### src/rtl/fetch_prefetch_unit_pkg.sv
`default_nettype none
// ============================================================================
// Module      : fetch_prefetch_unit_pkg
// Description : Shared types and constants for the instruction-fetch front end.
// Revision    : 1.0 - initial release
// ============================================================================
package fetch_prefetch_unit_pkg;

  // One prefetched instruction together with the address it came from.
  typedef struct packed {
    logic [31:0] pc;
    logic [31:0] instr;
  } fetch_entry_t;

  localparam logic [31:0] NOP_INSTR = 32'h0000_0013;
  localparam logic [31:0] PC_STEP   = 32'd4;

  // Redirect targets are forced onto a word boundary; the low bits are dropped.
  function automatic logic [31:0] align_pc(input logic [31:0] pc);
    return pc & 32'hFFFF_FFFC;
  endfunction

endpackage
`default_nettype wire

### src/rtl/fetch_prefetch_unit_if.sv
`default_nettype none
// ============================================================================
// Module      : fetch_prefetch_unit_if
// Description : Bus bundle between the fetch unit, instr_mem, EX redirect and
//               the IF/ID register.
// Revision    : 1.0 - initial release
// ============================================================================
interface fetch_prefetch_unit_if #(
  parameter int DEPTH = 4
);
  localparam int CNT_W = $clog2(DEPTH + 1);

  logic [31:0]      pc_out;
  logic [31:0]      instr_in;
  logic             redirect_valid;
  logic [31:0]      redirect_pc;
  logic             out_ready;
  logic             out_valid;
  logic [31:0]      out_pc;
  logic [31:0]      out_instr;
  logic [CNT_W-1:0] occupancy;

  // Fetch unit side.
  modport master (
    output pc_out, out_valid, out_pc, out_instr, occupancy,
    input  instr_in, redirect_valid, redirect_pc, out_ready
  );

  // Environment side (memory, EX stage, decode).
  modport slave (
    input  pc_out, out_valid, out_pc, out_instr, occupancy,
    output instr_in, redirect_valid, redirect_pc, out_ready
  );

endinterface
`default_nettype wire

### src/rtl/fetch_prefetch_unit_queue.sv
`default_nettype none
// ============================================================================
// Module      : fetch_queue
// Description : Synchronous FIFO of fetch entries with flush; push and pop in
//               the same cycle on a full queue both take effect.
// Revision    : 1.0 - initial release
// ============================================================================
module fetch_queue
  import fetch_prefetch_unit_pkg::*;
#(
  parameter int DEPTH = 4
) (
  input  logic                         clk,
  input  logic                         reset,
  input  logic                         push,
  input  logic                         pop,
  input  logic                         flush,
  input  fetch_entry_t                 wr_data,
  output fetch_entry_t                 rd_data,
  output logic [$clog2(DEPTH+1)-1:0]   count,
  output logic                         empty,
  output logic                         full
);
  localparam int PTR_W = $clog2(DEPTH);
  localparam int CNT_W = $clog2(DEPTH + 1);

  generate
    if (DEPTH < 2 || (DEPTH & (DEPTH - 1)) != 0) begin : g_depth_check
      $error("fetch_queue: DEPTH must be a power of 2 and at least 2");
    end
  endgenerate

  fetch_entry_t     mem_q [DEPTH];
  logic [PTR_W-1:0] rd_ptr_q, rd_ptr_d;
  logic [PTR_W-1:0] wr_ptr_q, wr_ptr_d;
  logic [CNT_W-1:0] count_q, count_d;
  logic             do_push, do_pop;

  // Qualify requests against occupancy and compute next pointers/count.
  always_comb begin
    do_pop   = pop & (count_q != '0);
    do_push  = push & ((count_q != CNT_W'(DEPTH)) | do_pop);
    rd_ptr_d = rd_ptr_q;
    wr_ptr_d = wr_ptr_q;
    count_d  = count_q;
    if (flush) begin
      rd_ptr_d = '0;
      wr_ptr_d = '0;
      count_d  = '0;
    end else begin
      if (do_pop)  rd_ptr_d = rd_ptr_q + PTR_W'(1);
      if (do_push) wr_ptr_d = wr_ptr_q + PTR_W'(1);
      if (do_push && !do_pop)      count_d = count_q + CNT_W'(1);
      else if (do_pop && !do_push) count_d = count_q - CNT_W'(1);
    end
  end

  // Pointer and count state.
  always_ff @(posedge clk) begin
    if (reset) begin
      rd_ptr_q <= '0;
      wr_ptr_q <= '0;
      count_q  <= '0;
    end else begin
      rd_ptr_q <= rd_ptr_d;
      wr_ptr_q <= wr_ptr_d;
      count_q  <= count_d;
    end
  end

  // Entry storage; contents are only meaningful below count, so no reset.
  always_ff @(posedge clk) begin
    if (do_push && !flush && !reset) mem_q[wr_ptr_q] <= wr_data;
  end

  assign rd_data = mem_q[rd_ptr_q];
  assign count   = count_q;
  assign empty   = (count_q == '0);
  assign full    = (count_q == CNT_W'(DEPTH));

endmodule
`default_nettype wire

### src/rtl/fetch_prefetch_unit.sv
`default_nettype none
// ============================================================================
// Module      : fetch_prefetch_unit
// Description : Instruction-fetch front end: drives the fetch address, queues
//               returned instructions and hands them to decode; EX redirects
//               flush the queue and restart fetch.
// Revision    : 1.0 - initial release
// ============================================================================
module fetch_prefetch_unit
  import fetch_prefetch_unit_pkg::*;
#(
  parameter logic [31:0] RESET_PC = 32'h0000_0000,
  parameter int          DEPTH    = 4
) (
  input  logic                   clk,
  input  logic                   reset,
  fetch_prefetch_unit_if.master  bus
);
  localparam int CNT_W = $clog2(DEPTH + 1);

  logic [31:0]      fetch_pc_q, fetch_pc_d;
  logic             push, pop, valid;
  logic             q_empty, q_full;
  logic [CNT_W-1:0] q_count;
  fetch_entry_t     wr_entry, head;

  fetch_queue #(
    .DEPTH (DEPTH)
  ) u_queue (
    .clk     (clk),
    .reset   (reset),
    .push    (push),
    .pop     (pop),
    .flush   (bus.redirect_valid),
    .wr_data (wr_entry),
    .rd_data (head),
    .count   (q_count),
    .empty   (q_empty),
    .full    (q_full)
  );

  // Redirect outranks everything: it hides the head and blocks the fetch.
  always_comb begin
    valid          = ~bus.redirect_valid & ~q_empty;
    pop            = valid & bus.out_ready;
    push           = ~bus.redirect_valid & (~q_full | pop);
    wr_entry.pc    = fetch_pc_q;
    wr_entry.instr = bus.instr_in;
    fetch_pc_d     = fetch_pc_q;
    if (bus.redirect_valid) fetch_pc_d = align_pc(bus.redirect_pc);
    else if (push)          fetch_pc_d = fetch_pc_q + PC_STEP;
  end

  // Fetch address register; reset also discards a concurrent redirect.
  always_ff @(posedge clk) begin
    if (reset) fetch_pc_q <= RESET_PC;
    else       fetch_pc_q <= fetch_pc_d;
  end

  assign bus.pc_out    = fetch_pc_q;
  assign bus.out_valid = valid;
  assign bus.out_pc    = valid ? head.pc    : 32'h0;
  assign bus.out_instr = valid ? head.instr : 32'h0;
  assign bus.occupancy = q_count;

endmodule
`default_nettype wire

### src/flat_wrapper.sv
// flat-port wrapper written by rule: the top's interface ports become plain ports
module fetch_prefetch_unit_flat import fetch_prefetch_unit_pkg::*;
#(
  parameter logic [31:0] RESET_PC = 32'h0000_0000,
  parameter int          DEPTH    = 4
)
  (clk, reset, bus_pc_out, bus_out_valid, bus_out_pc, bus_out_instr, bus_occupancy, bus_instr_in, bus_redirect_valid, bus_redirect_pc, bus_out_ready);
  fetch_prefetch_unit_if #(.DEPTH(DEPTH)) bus_i ();
  input  logic clk;
  input  logic reset;
  output wire logic [$bits(bus_i.pc_out)-1:0] bus_pc_out;
  output wire logic [$bits(bus_i.out_valid)-1:0] bus_out_valid;
  output wire logic [$bits(bus_i.out_pc)-1:0] bus_out_pc;
  output wire logic [$bits(bus_i.out_instr)-1:0] bus_out_instr;
  output wire logic [$bits(bus_i.occupancy)-1:0] bus_occupancy;
  input wire logic [$bits(bus_i.instr_in)-1:0] bus_instr_in;
  input wire logic [$bits(bus_i.redirect_valid)-1:0] bus_redirect_valid;
  input wire logic [$bits(bus_i.redirect_pc)-1:0] bus_redirect_pc;
  input wire logic [$bits(bus_i.out_ready)-1:0] bus_out_ready;
  assign bus_pc_out = bus_i.pc_out;
  assign bus_out_valid = bus_i.out_valid;
  assign bus_out_pc = bus_i.out_pc;
  assign bus_out_instr = bus_i.out_instr;
  assign bus_occupancy = bus_i.occupancy;
  assign bus_i.instr_in = bus_instr_in;
  assign bus_i.redirect_valid = bus_redirect_valid;
  assign bus_i.redirect_pc = bus_redirect_pc;
  assign bus_i.out_ready = bus_out_ready;
  fetch_prefetch_unit #(.RESET_PC(RESET_PC), .DEPTH(DEPTH)) u_core (.clk(clk), .reset(reset), .bus(bus_i));
endmodule
### config.mk
export PLATFORM = sky130hd
export DESIGN_NAME = fetch_prefetch_unit_flat
export DESIGN_NICKNAME = d
export VERILOG_FILES = /design/src/rtl/fetch_prefetch_unit_pkg.sv /design/src/rtl/fetch_prefetch_unit_if.sv /design/src/rtl/fetch_prefetch_unit_queue.sv /design/src/rtl/fetch_prefetch_unit.sv /design/src/flat_wrapper.sv
export SDC_FILE = /design/constraint.sdc
export NUM_CORES = 1
export LEC_CHECK = 0
export CORE_UTILIZATION = 35
export DETAILED_ROUTE_END_ITERATION = 12
export PLACE_DENSITY = 0.67
export RECOVER_POWER = 50
export SYNTH_ARGS = -nofsm -noshare
export SYNTH_HDL_FRONTEND = slang
export SYNTH_SLANG_ARGS = --single-unit
### constraint.sdc
create_clock -name clk -period 12.3 [get_ports clk]
set_input_delay 3.69 -clock clk [delete_from_list [all_inputs] [get_ports clk]]
set_output_delay 3.69 -clock clk [all_outputs]
set_load 0.03 [all_outputs]
Word level (Yosys, flattened, before mapping) --
Memories as Yosys holds them, arrays and structs flattened. A register that Yosys moved wholly into a read port is not among the register bits. Cells that the tools add are included.
Storage, ports and cells: bits in registers 39, bits in latches 0, bits in writable memories 256, ROM bits 0, bits of input ports 68, output and inout port bits 100, logic and storage cells 46, memories 1
Operators by class: add/sub/neg operators 5, $mul 0, divide/modulo/power cells 0, magnitude comparators 0, eq/ne operators 2, shift-type cells 0, multiplexer cells 10, bitwise operators 10, reductions and logical operators 13
Memory list:
- u_core.u_queue.mem_q | words 4, width 64, read ports 1, clocked after Yosys merged registers in 1, wr ports 1, RTL line fetch_prefetch_unit_queue.sv:33 | fetch_entry_t mem_q [DEPTH];
Operators by type and width (count):
- 32-bit 2-to-1 mux | 4
- 32-bit by 3-bit adder with 32-bit output, second input constant | 1
- 3-bit 2-to-1 mux | 2
- 1-bit AND | 5
- 2-bit by 1-bit adder with 2-bit output, second input constant | 2
- 1-bit logical AND | 4
- 1-bit logical NOT | 4
- 2-bit 2-to-1 mux | 2
- 2-bit nonzero test | 2
- 3-bit by 1-bit adder with 3-bit output, second input constant | 1
- 3-bit equality test, second input constant | 1
- 3-bit logical NOT | 1
- 3-bit inequality test, second input constant | 1
- 1-bit inverter | 3
- 3-bit nonzero test | 1
- 3-bit by 1-bit subtractor with 3-bit output, second input constant | 1
- 1-bit 2-to-1 mux | 2
- 1-bit bitwise OR | 2
- 2-bit OR reduction | 1

Longest topological paths before layout --
depth after elaboration 11, gate-level depth with buffers 10, mapped depth without buffers 9

Cells and area by module --
From an unflattened synthesis, not the netlist that was laid out.
Unflattened totals: cells, all modules 662, area total of the unflattened synthesis 11821.3 um^2
By module, submodules not included:
- fetch_queue | instances 1, cells an instance 384, area each 9685.5 um^2, sequential area each 7867.5 um^2
- fetch_prefetch_unit | instances 1, cells an instance 278, area each 2135.8 um^2, sequential area each 600.6 um^2

Worst setup path before layout --
No wires, ideal clock.
path type in2out, from input bus_redirect_valid, to output bus_out_pc[22], arrival 4.974 ns, required time 8.610 ns, slack 3.636 ns, stages 4, buffers on the path 2, cells stage by stage clkbuf_1 -> nor2_1 -> clkbuf_1 -> and2_1
Between the ends: cells in the longest elaborated chain, start to end 3
Ends and longest elaborated chain:
- from (decl) | RTL line flat_wrapper.sv:17 | input wire logic [$bits(bus_i.redirect_valid)-1:0] bus_redirect_valid;
- 1-bit inverter | RTL line fetch_prefetch_unit.sv:44 | valid = ~bus.redirect_valid & ~q_empty;
- 1-bit AND | RTL line fetch_prefetch_unit.sv:44
- named net bus_out_valid | RTL line flat_wrapper.sv:12 | output wire logic [$bits(bus_i.out_valid)-1:0] bus_out_valid;
- 32-bit 2-to-1 mux | RTL line fetch_prefetch_unit.sv:62 | assign bus.out_pc = valid ? head.pc : 32'h0;
- to (decl) | RTL line flat_wrapper.sv:13 | output wire logic [$bits(bus_i.out_pc)-1:0] bus_out_pc;
The timed path passes the listed nets, and every way through them passes these cells.

Worst setup path in the final report --
from input bus_redirect_valid, to output bus_out_instr[25]
Between the ends: cells in the longest elaborated chain, start to end 3
Ends and longest elaborated chain:
- 1-bit inverter | RTL line fetch_prefetch_unit.sv:44
- 1-bit AND | RTL line fetch_prefetch_unit.sv:44
- 32-bit 2-to-1 mux | RTL line fetch_prefetch_unit.sv:63 | assign bus.out_instr = valid ? head.instr : 32'h0;
- to (decl) | RTL line flat_wrapper.sv:14 | output wire logic [$bits(bus_i.out_instr)-1:0] bus_out_instr;
No other way between the ends.

==> results.cfg <==
[critical_path]
required_ns = 8.61
rr_worst_depth = 4
start_kind = input port
path_cells = dlygate4sd3_1, clkbuf_1, nor2_4, buf_4, and2_1, clkdlybuf4s50_1
crit_type = in -> out
cp-end-kind = primary output
critical_path.startpoint = bus_redirect_valid
r2r-end = u_core.bus.pc_out[20]$_SDFFE_PP0P_
cpPeakStageDelay_ns = 0.68
ff2ff_setup_slack_ns = 9.66
crit_fanout = 28
critPathCapture = bus_out_instr[25]
slowest_stage = nor2_4
critPathArrivalTime_ns = 6.67
reg2reg_from = u_core.bus.pc_out[6]$_SDFFE_PP0P_

[final_layout]
fin_util_pct = 45.2
final_common_cell = edfxtp_1
fill_cells = 2934
syn_to_final_growth_pct = 25.8
layout_common_cells = edfxtp_1 (248), clkdlybuf4s50_1 (95), and2_1 (69)
final_nets = 934
drive_gt1_share_pct = 14.5
instances_no_fill = 1325
antennaDiodeCount = 0

[global_routing]
gr-total-overflow = 0
grt_pass1_vias = 6880
grt_util_all_layers_pct = 15.6
grt_first_pass_wirelength_um = 40600
antenna_found_initial = 0
grt_max_degree = 63

[synthesis]
ys_seq_area_share_pct = 69.6
ys_ff_latch = 287
syn-instance-count = 700
async_flop_share_pct = 0
synth_edf_count = 248
synthesis.area_um2 = 11800
synth_warnings = 0
synth_flop_cell = edfxtp_1
avgSynthCellArea_um2 = 16.9
yosysUniqueCellTypes = 61

[clock_tree]
cts_buffer_depth = 3
post_cts_resized = 0
cts_inserted_buffers = 30
root_buffer = clkbuf_16
clock-sinks = 287
clock_latency_ns = 0.55
path_clk_slew_ns = 0.06
postCtsSetupRepairBufs = 0
htreeDepth = 1
cts.hold.buffers_added = 0
cts_tree = built

[place]
dp_cells = 1269
portBuffers = 161
hpwl_um = 16100
gp_congestion = 0.802

[floorplan]
start_util_pct = 36.0
die_h_um = 186
die_w_um = 186
placementRows = 66
ios = 168
die_area_um2 = 34500
core_um2 = 32900

[sta]
tns_ns = 0
finalSetupViolations = 0
post-route-min-period_ns = 10.36
fmax_mhz = 96.6
slew_headroom_pct = 14.3
finalHoldViolCount = 0
skew_ns = 0.0151
rsz0062_at_grt = false
maxSlewViolCount = 0
worst_pin_slew_ns = 1.29
post-route-period-util_pct = 84.2

[run_status]
run_status = finished, final reports clean

[drt]
vias = 6847
drc = 0
wl_per_cell_um = 20.3
ant_nets = 0
via_per_inst = 5.17
routed_wl_um = 26900
drtIter0Drc = 521
first_pass_iters = 5

[job]
maxCapViolCount = 0

[pwr]
ir_drop_mv = 0.0938
leakage_nw = 4.72
powerDensity_nw_per_um2 = 151

[min_path]
hold_path.class = reg -> reg
[metrics by stage]
step	power, mW	setup WS [ns]	cell area (um2)	hold slack [ns]
final	2.25	1.94	14900	0.502
after detailed placement	1.33	2.47	13800	0.499
after CTS	2.28	2.47	14900	0.508
after global routing	2.32	1.72	14900	0.555
after floorplan	1.23	3.64	11800	0.465
after global placement	1.32	2.49	13800	0.485
[synthesized netlist by cell type (4+ instances only)]
cell type / count / area share [%]
dfxtp_1: 39 / 6.6
buf_2: 9 / 0.38
xnor2_1: 9 / 0.67
nor4_1: 9 / 0.48
a211oi_1: 10 / 0.63
buf_4: 4 / 0.25
or4_1: 10 / 0.63
a31oi_1: 6 / 0.32
and2_1: 73 / 3.9
a21oi_1: 8 / 0.34
ha_1: 6 / 0.63
o31ai_1: 5 / 0.32
a311oi_1: 8 / 0.59
edfxtp_1: 248 / 63
xor2_1: 7 / 0.52
o21ai_0: 8 / 0.34
mux4_2: 62 / 12
nand4_1: 9 / 0.48
nand2_1: 20 / 0.63
o22ai_1: 4 / 0.21
clkbuf_1: 23 / 0.73
nand3_1: 11 / 0.47
or3_1: 8 / 0.42
nor3_1: 6 / 0.25
nor2_1: 30 / 0.95
o211ai_1: 9 / 0.57
inv_1: 14 / 0.44
[state kept, by name (all words and copies together), names as in the netlist, named ones only]
signal / count
u_core.u_queue.mem_q: 248
u_core.bus.pc_out: 30
u_core.u_queue.count: 3
u_core.u_queue.rd_ptr_q: 2
u_core.u_queue.wr_ptr_q: 2
[metal layers]
metal	part of all wire, %	GRT usage (%)
met2	49	25.7
met3	5.5	2.78
met4	1.9	3.77
met5	0	0
met1	44	21.3
[worst min path at each step]
stage / start / end / slack, ns / cells past startpoint
3_3_place_gp: u_core.u_queue.wr_ptr_q[1]$_SDFFE_PP0N_ / u_core.u_queue.wr_ptr_q[1]$_SDFFE_PP0N_ / 0.48 / 2
3_5_place_dp: u_core.u_queue.wr_ptr_q[1]$_SDFFE_PP0N_ / u_core.u_queue.wr_ptr_q[1]$_SDFFE_PP0N_ / 0.50 / 2
6_report: u_core.u_queue.wr_ptr_q[1]$_SDFFE_PP0N_ / u_core.u_queue.wr_ptr_q[1]$_SDFFE_PP0N_ / 0.50 / 2
2_1_floorplan: u_core.u_queue.wr_ptr_q[1]$_SDFFE_PP0N_ / u_core.u_queue.wr_ptr_q[1]$_SDFFE_PP0N_ / 0.46 / 2
4_1_cts: u_core.u_queue.wr_ptr_q[1]$_SDFFE_PP0N_ / u_core.u_queue.wr_ptr_q[1]$_SDFFE_PP0N_ / 0.51 / 2
5_1_grt: u_core.u_queue.wr_ptr_q[1]$_SDFFE_PP0N_ / u_core.u_queue.wr_ptr_q[1]$_SDFFE_PP0N_ / 0.56 / 2
[where the power goes]
group | switching (mW) | internal [mW]
logic | 0.104 | 0.0793
clock network | 0.380 | 0.567
registers | 0.0282 | 1.09
total | 0.513 | 1.73
[area by class of cell]
| class | instances | area (um2) | area share [%] |
|---|---|---|---|
| inverter | 14 | 52.6 | 0.353 |
| multi-input combinational | 359 | 3340 | 22.5 |
| timing repair buffer | 167 | 1650 | 11.1 |
| clock buffer | 34 | 787 | 5.29 |
| sequential | 287 | 8240 | 55.4 |
| clock inverter | 22 | 254 | 1.71 |
| tap | 442 | 553 | 3.72 |
[worst max-delay path, delay by kind of cell]
kind                   cells  cell delay, ns
buffers and inverters      4            2.09
and+or+nand+nor            2            0.87
[cell families after synthesis]
logic type / after synthesis / share of synthesized area (%)
compound gates: 76 / 4.64
xor+xnor: 16 / 1.18
fa+ha+maj: 7 / 0.804
buf+inv: 57 / 2.42
flops: 287 / 69.6
mux: 63 / 11.9
other cells: 1 / 0.0317
simple gates: 193 / 9.45
No activity file was read; power rests on OpenSTA's default activity.
